`config.mk`:
```
export PLATFORM = sky130hd
export DESIGN_NAME = m_if_bpred
export DESIGN_NICKNAME = d
export VERILOG_FILES = /design/src/rtl/m_if_bpred.sv
export SDC_FILE = /design/constraint.sdc
export NUM_CORES = 2
export LEC_CHECK = 0
export BUFFER_PORTS_ARGS = -buffer_cell sky130_fd_sc_hd__buf_2
export CAP_MARGIN = 20
export CELL_PAD_IN_SITES_DETAIL_PLACEMENT = 0
export CELL_PAD_IN_SITES_GLOBAL_PLACEMENT = 2
export CORE_MARGIN = 2
export CORE_UTILIZATION = 53
export CTS_CLUSTER_SIZE = 14
export DETAILED_ROUTE_END_ITERATION = 7
export PLACE_DENSITY = 0.85
export SKIP_LAST_GASP = 1
export SLEW_MARGIN = 25
export SYNTH_ARGS = -nofsm -noshare
export SYNTH_HDL_FRONTEND = slang
export SYNTH_SLANG_ARGS = --single-unit
```
`constraint.sdc`:
```
create_clock -name w_clk -period 12.25 [get_ports w_clk]
set_clock_uncertainty 0.15 [all_clocks]
set_input_delay 0.6125 -clock w_clk [delete_from_list [all_inputs] [get_ports w_clk]]
set_output_delay 0.6125 -clock w_clk [all_outputs]
set_load 0.1 [all_outputs]
```
`src/rtl/m_if_bpred.sv`:
```
// m_if_bpred: branch-prediction front end that sits ahead of the IF stage.
// It looks up the fetch PC in a direct-mapped BTB with 2-bit saturating
// direction counters and selects the next fetch PC. Branches resolved in Ex
// train the table, and a redirect is raised when a branch's outcome differs
// from the prediction it carried down the pipe.
//
// Ports:
//   w_clk, w_rst, w_ce        clock, async active-high reset, clock enable
//   w_fetch_pc                PC being fetched this cycle
//   w_pred_taken/_target      prediction for w_fetch_pc
//   w_next_pc                 PC to load at the next edge
//   w_upd_*                   resolution info for the branch in Ex
//   w_redirect, w_redirect_pc misprediction flush and the corrected PC
//   w_nbranch, w_nmiss        resolved-branch and misprediction counters
module m_if_bpred #(
  parameter int         IDX_W    = 6,
  parameter int         TAG_W    = 6,
  parameter logic [1:0] CTR_INIT = 2'b10
) (
  input  logic        w_clk,
  input  logic        w_rst,
  input  logic        w_ce,
  input  logic [31:0] w_fetch_pc,
  output logic        w_pred_taken,
  output logic [31:0] w_pred_target,
  output logic [31:0] w_next_pc,
  input  logic        w_upd_valid,
  input  logic [31:0] w_upd_pc,
  input  logic        w_upd_taken,
  input  logic [31:0] w_upd_target,
  input  logic        w_upd_pred_taken,
  input  logic [31:0] w_upd_pred_target,
  output logic        w_redirect,
  output logic [31:0] w_redirect_pc,
  output logic [31:0] w_nbranch,
  output logic [31:0] w_nmiss
);

  localparam int N = 1 << IDX_W;

  logic [N-1:0]     valid;
  logic [TAG_W-1:0] tag_mem [N];
  logic [29:0]      tgt_mem [N];
  logic [1:0]       ctr_mem [N];

  logic [IDX_W-1:0] fetch_idx, upd_idx;
  logic [TAG_W-1:0] fetch_tag, upd_tag;
  logic             fetch_hit, upd_hit;
  logic             pred_taken_raw, redirect_raw;
  logic [31:0]      pred_target_raw, redirect_pc_raw;
  logic             upd_en, hit_wr, alloc;
  logic [1:0]       upd_ctr, ctr_next;

  assign fetch_idx = w_fetch_pc[IDX_W+1:2];
  assign fetch_tag = w_fetch_pc[IDX_W+TAG_W+1:IDX_W+2];
  assign upd_idx   = w_upd_pc[IDX_W+1:2];
  assign upd_tag   = w_upd_pc[IDX_W+TAG_W+1:IDX_W+2];

  // Lookup reads the pre-edge table contents; no write-through from updates.
  assign fetch_hit       = valid[fetch_idx] && (tag_mem[fetch_idx] == fetch_tag);
  assign pred_taken_raw  = fetch_hit && ctr_mem[fetch_idx][1];
  assign pred_target_raw = fetch_hit ? {tgt_mem[fetch_idx], 2'b00} : 32'd0;

  // Target mismatch only matters when the branch was actually taken.
  assign redirect_raw = w_upd_valid &&
                        ((w_upd_taken != w_upd_pred_taken) ||
                         (w_upd_taken && (w_upd_target != w_upd_pred_target)));
  assign redirect_pc_raw = w_upd_taken ? w_upd_target : w_upd_pc + 32'd4;

  // Every combinational output is forced to zero while reset is held.
  always_comb begin
    w_pred_taken  = 1'b0;
    w_pred_target = 32'd0;
    w_redirect    = 1'b0;
    w_redirect_pc = 32'd0;
    w_next_pc     = 32'd0;
    if (!w_rst) begin
      w_pred_taken  = pred_taken_raw;
      w_pred_target = pred_target_raw;
      w_redirect    = redirect_raw;
      w_redirect_pc = redirect_pc_raw;
      if (redirect_raw)
        w_next_pc = redirect_pc_raw;
      else if (pred_taken_raw)
        w_next_pc = pred_target_raw;
      else
        w_next_pc = w_fetch_pc + 32'd4;
    end
  end

  assign upd_en  = w_ce && w_upd_valid;
  assign upd_hit = valid[upd_idx] && (tag_mem[upd_idx] == upd_tag);
  assign hit_wr  = upd_en && upd_hit;
  assign alloc   = upd_en && !upd_hit && w_upd_taken;
  assign upd_ctr = ctr_mem[upd_idx];

  always_comb begin
    ctr_next = upd_ctr;
    if (w_upd_taken) begin
      if (upd_ctr != 2'b11) ctr_next = upd_ctr + 2'd1;
    end else begin
      if (upd_ctr != 2'b00) ctr_next = upd_ctr - 2'd1;
    end
  end

  // Valid bits, counters and statistics carry reset; tag/target do not need it
  // because a cleared valid bit masks them.
  always_ff @(posedge w_clk or posedge w_rst) begin
    if (w_rst) begin
      valid     <= '0;
      w_nbranch <= 32'd0;
      w_nmiss   <= 32'd0;
      for (int i = 0; i < N; i++) ctr_mem[i] <= 2'b00;
    end else begin
      if (alloc) begin
        valid[upd_idx]   <= 1'b1;
        ctr_mem[upd_idx] <= CTR_INIT;
      end else if (hit_wr) begin
        ctr_mem[upd_idx] <= ctr_next;
      end
      if (upd_en)
        w_nbranch <= w_nbranch + 32'd1;
      if (w_ce && redirect_raw)
        w_nmiss <= w_nmiss + 32'd1;
    end
  end

  always_ff @(posedge w_clk) begin
    if (alloc)
      tag_mem[upd_idx] <= upd_tag;
    if (alloc || (hit_wr && w_upd_taken))
      tgt_mem[upd_idx] <= w_upd_target[31:2];
  end

endmodule

```
==> summary.txt <==
Status: finished, final reports clean
PortBufs: 293
Kind of critical path: input port to output port
H-Tree Depth: 5
Routed Antenna Nets: 0
Cts-stage hold buffer count: 7
Reg2reg setup slack: 7.55 ns
CP Capture Type: output port
Clk sink count: 2,560
Post-synthesis simple-gate area fraction: 3.51%
Top cells by area, synth: edfxtp_1 (65%), mux4_2 (16%), dfrtp_1 (6.0%), mux2i_1 (1.2%), mux2_2 (1.0%)
Worst-Margin Slew: 1.16 ns
Die height: 452 um
Pwr Total: 19,400 uW
Register area share after synthesis: 71.1%
Cell variety after synth: 78
Worst-path clk slew: 0.06 ns
Dpl hpwl: 208,000 um
Row count: 164
Setup Viol. Count Final: 0
P&R area growth vs syn: 13.3%
All-Layer GR Usage: 34.2%
Clock Latency Late Sink: 0.92 ns
Synth Cell Area: 106,000 um2
Tcrit/Tclk final: 57.3%
Minimum clock period after layout: 7.02 ns
XOR/XNOR Fraction of Synth Area: 1.28%
Post-synth top area share: 65.1%
Hold Violations, Final: 0
Largest family of logic cells by synthesized area: multiplexers
Synth Area in Adders: 0.0659%
WP data arrival: 6.26 ns
Pin count of the biggest net entering global routing: 113
Final Wtd Congestion: 0.972
VDD IR max: 0.157 mV
I/O pin cnt: 296
Clk buf depth: 4
Dpl ws: 5.38 ns
Max-slew violation count: 0
Most numerous cell in the Yosys netlist: edfxtp_1
First-pass GRT wire length: 481,000 um
Drc violations: 0
HP Class: input port to register
Nets: 6,051
Post-synthesis mux area share: 18.2%
Total CTS buffers: 280
Synth async-reset ratio: 10.0%
RSZ-0062 raised after global routing: false
Synth warn: 0
Final WS setup: 5.23 ns
DRT iter0 DRCs: 10.8k
Layout cells sized above 1: 31.2%
Routed WL per cell: 39.8 um
Initial antenna violation count: 31
WP data required: 11.49 ns
Top_reg_cell synth: edfxtp_1
Drt first pass iters: 6
Vias per cell: 7.00
Number of flops mapped to enable cells by yosys: 2,304
Area of the die: 204,000 um2
Routed wire length: 350,000 um
Vias: 61.4k
Hold slack final: 0.128 ns
Rel. slew slack: 22.0%
Post-synthesis compound-gate area fraction: 4.18%
CTS Root Cell: clkbuf_16
Chip width: 452 um
Setup TNS Final: 0 ns
Finished Cell Area: 121,000 um2
Most instantiated cells after synthesis: edfxtp_1 (2,304), mux4_2 (753), nor2_1 (257)
Initial Util: 53.3%
Max-Cap Viols: 0
Crit path launch type: input port
Yosys reg bits: 2,560
Synthesized area per cell: 19.4 um2
Mapped Cells: 5,481
Core ar.: 200,000 um2
CP max FO: 56
# Post-CTS Setup Buffers: 0
Power Density: 161 nW/um2
Gr ovfl total: 0
Pleak: 0.0403 uW
Area leader, netlist: edfxtp_1
Via count of the first global-routing pass: 59.8k
Fmax: 0.142 GHz
CTS tree: built
Cell Area, Placed: 112,000 um2
Post-cts repair resize count: 0
[stage by stage]
stage	utilization, %	instances
floorplan	-	5482
global placement	55.9	8280
detailed placement	56.0	8280
CTS	60.3	8763
global route	60.3	8770
finish	60.4	8782
[final timing paths]
check / startpoint / endpoint / depth (start not counted)
max: w_fetch_pc[3] / w_next_pc[28] / 14
min: w_upd_target[2] / tgt_mem[12][0]$_DFFE_PP_ / 1
max reg2reg: tag_mem[42][2]$_DFFE_PP_ / ctr_mem[22]$_DFFE_PP0P_ / 12
min reg2reg: w_nmiss[31]$_DFFE_PP0P_ / w_nmiss[31]$_DFFE_PP0P_ / 1
max in group asynchronous: w_rst / ctr_mem[93]$_DFFE_PP0P_ / 6
min in group asynchronous: w_rst / w_nbranch[2]$_DFFE_PP0P_ / 4
[registers in the layout, indices dropped and copies added, names as in the netlist]
register   cells
tgt_mem     1920
tag_mem      384
w_nmiss       32
w_nbranch     32
ctr_mem      128
valid         64
[cell type report]
cell class / count / area [um2]
Clock inverter: 137 / 1180
Antenna cell: 19 / 47.5
Timing Repair Buffer: 506 / 3210
Inverter: 42 / 173
Multi-Input combinational cell: 2523 / 29500
Fill cell: 14000 / 79100
Sequential cell: 2560 / 75600
Clock buffer: 339 / 7460
Tap cell: 2656 / 3320
[placed cells by master, fill, tap and decap left out, types with 68 or more instances in the layout]
| cell type | n |
|---|---|
| a22oi_1 | 105 |
| nor2_1 | 174 |
| clkbuf_16 | 288 |
| dfrtp_1 | 256 |
| nand2_1 | 187 |
| buf_2 | 285 |
| xor2_1 | 70 |
| buf_4 | 202 |
| edfxtp_1 | 2304 |
| xnor2_1 | 85 |
| a21oi_1 | 126 |
| or2_2 | 68 |
| a221oi_1 | 105 |
| mux4_2 | 753 |
| mux2_2 | 94 |
| mux2i_1 | 129 |
[worst max-delay path, stage by stage]
cell	delay, ns
buf_8	0.37
buf_4	0.87
mux4_2	0.38
nor2_1	0.05
a2111oi_1	0.91
a311oi_1	0.08
o32ai_1	0.35
xnor2_1	0.16
nand3_1	0.14
or3b_2	0.56
buf_4	0.35
mux2i_1	0.25
a2bb2oi_1	0.46
buf_2	0.53
[per-layer routing]
metal	share of wire (%)	vias to the layer above	track usage (%)	wire, um
met1	37	32300	47.7	128000
met2	45	4718	50.6	158000
met4	4.9	16	15.4	17200
met3	13	794	9.91	45900
met5	0.031	-	0	107
li1	-	23600	-	-
[logic make-up after synthesis]
logic type / after synthesis
AND/OR/NAND/NOR: 778
multiplexers: 976
flip-flops: 2560
XOR/XNOR: 155
AO/OA/AOI/OAI: 606
buffers and inverters: 399
other: 1
adder cells (fa/ha/maj): 6
[power breakdown]
part / internal (uW) / switching (uW)
Combinational: 494 / 1140
Clock: 4730 / 3380
Sequential: 9600 / 66.4
Total: 14800 / 4590
(Power assumes the default switching activity.)
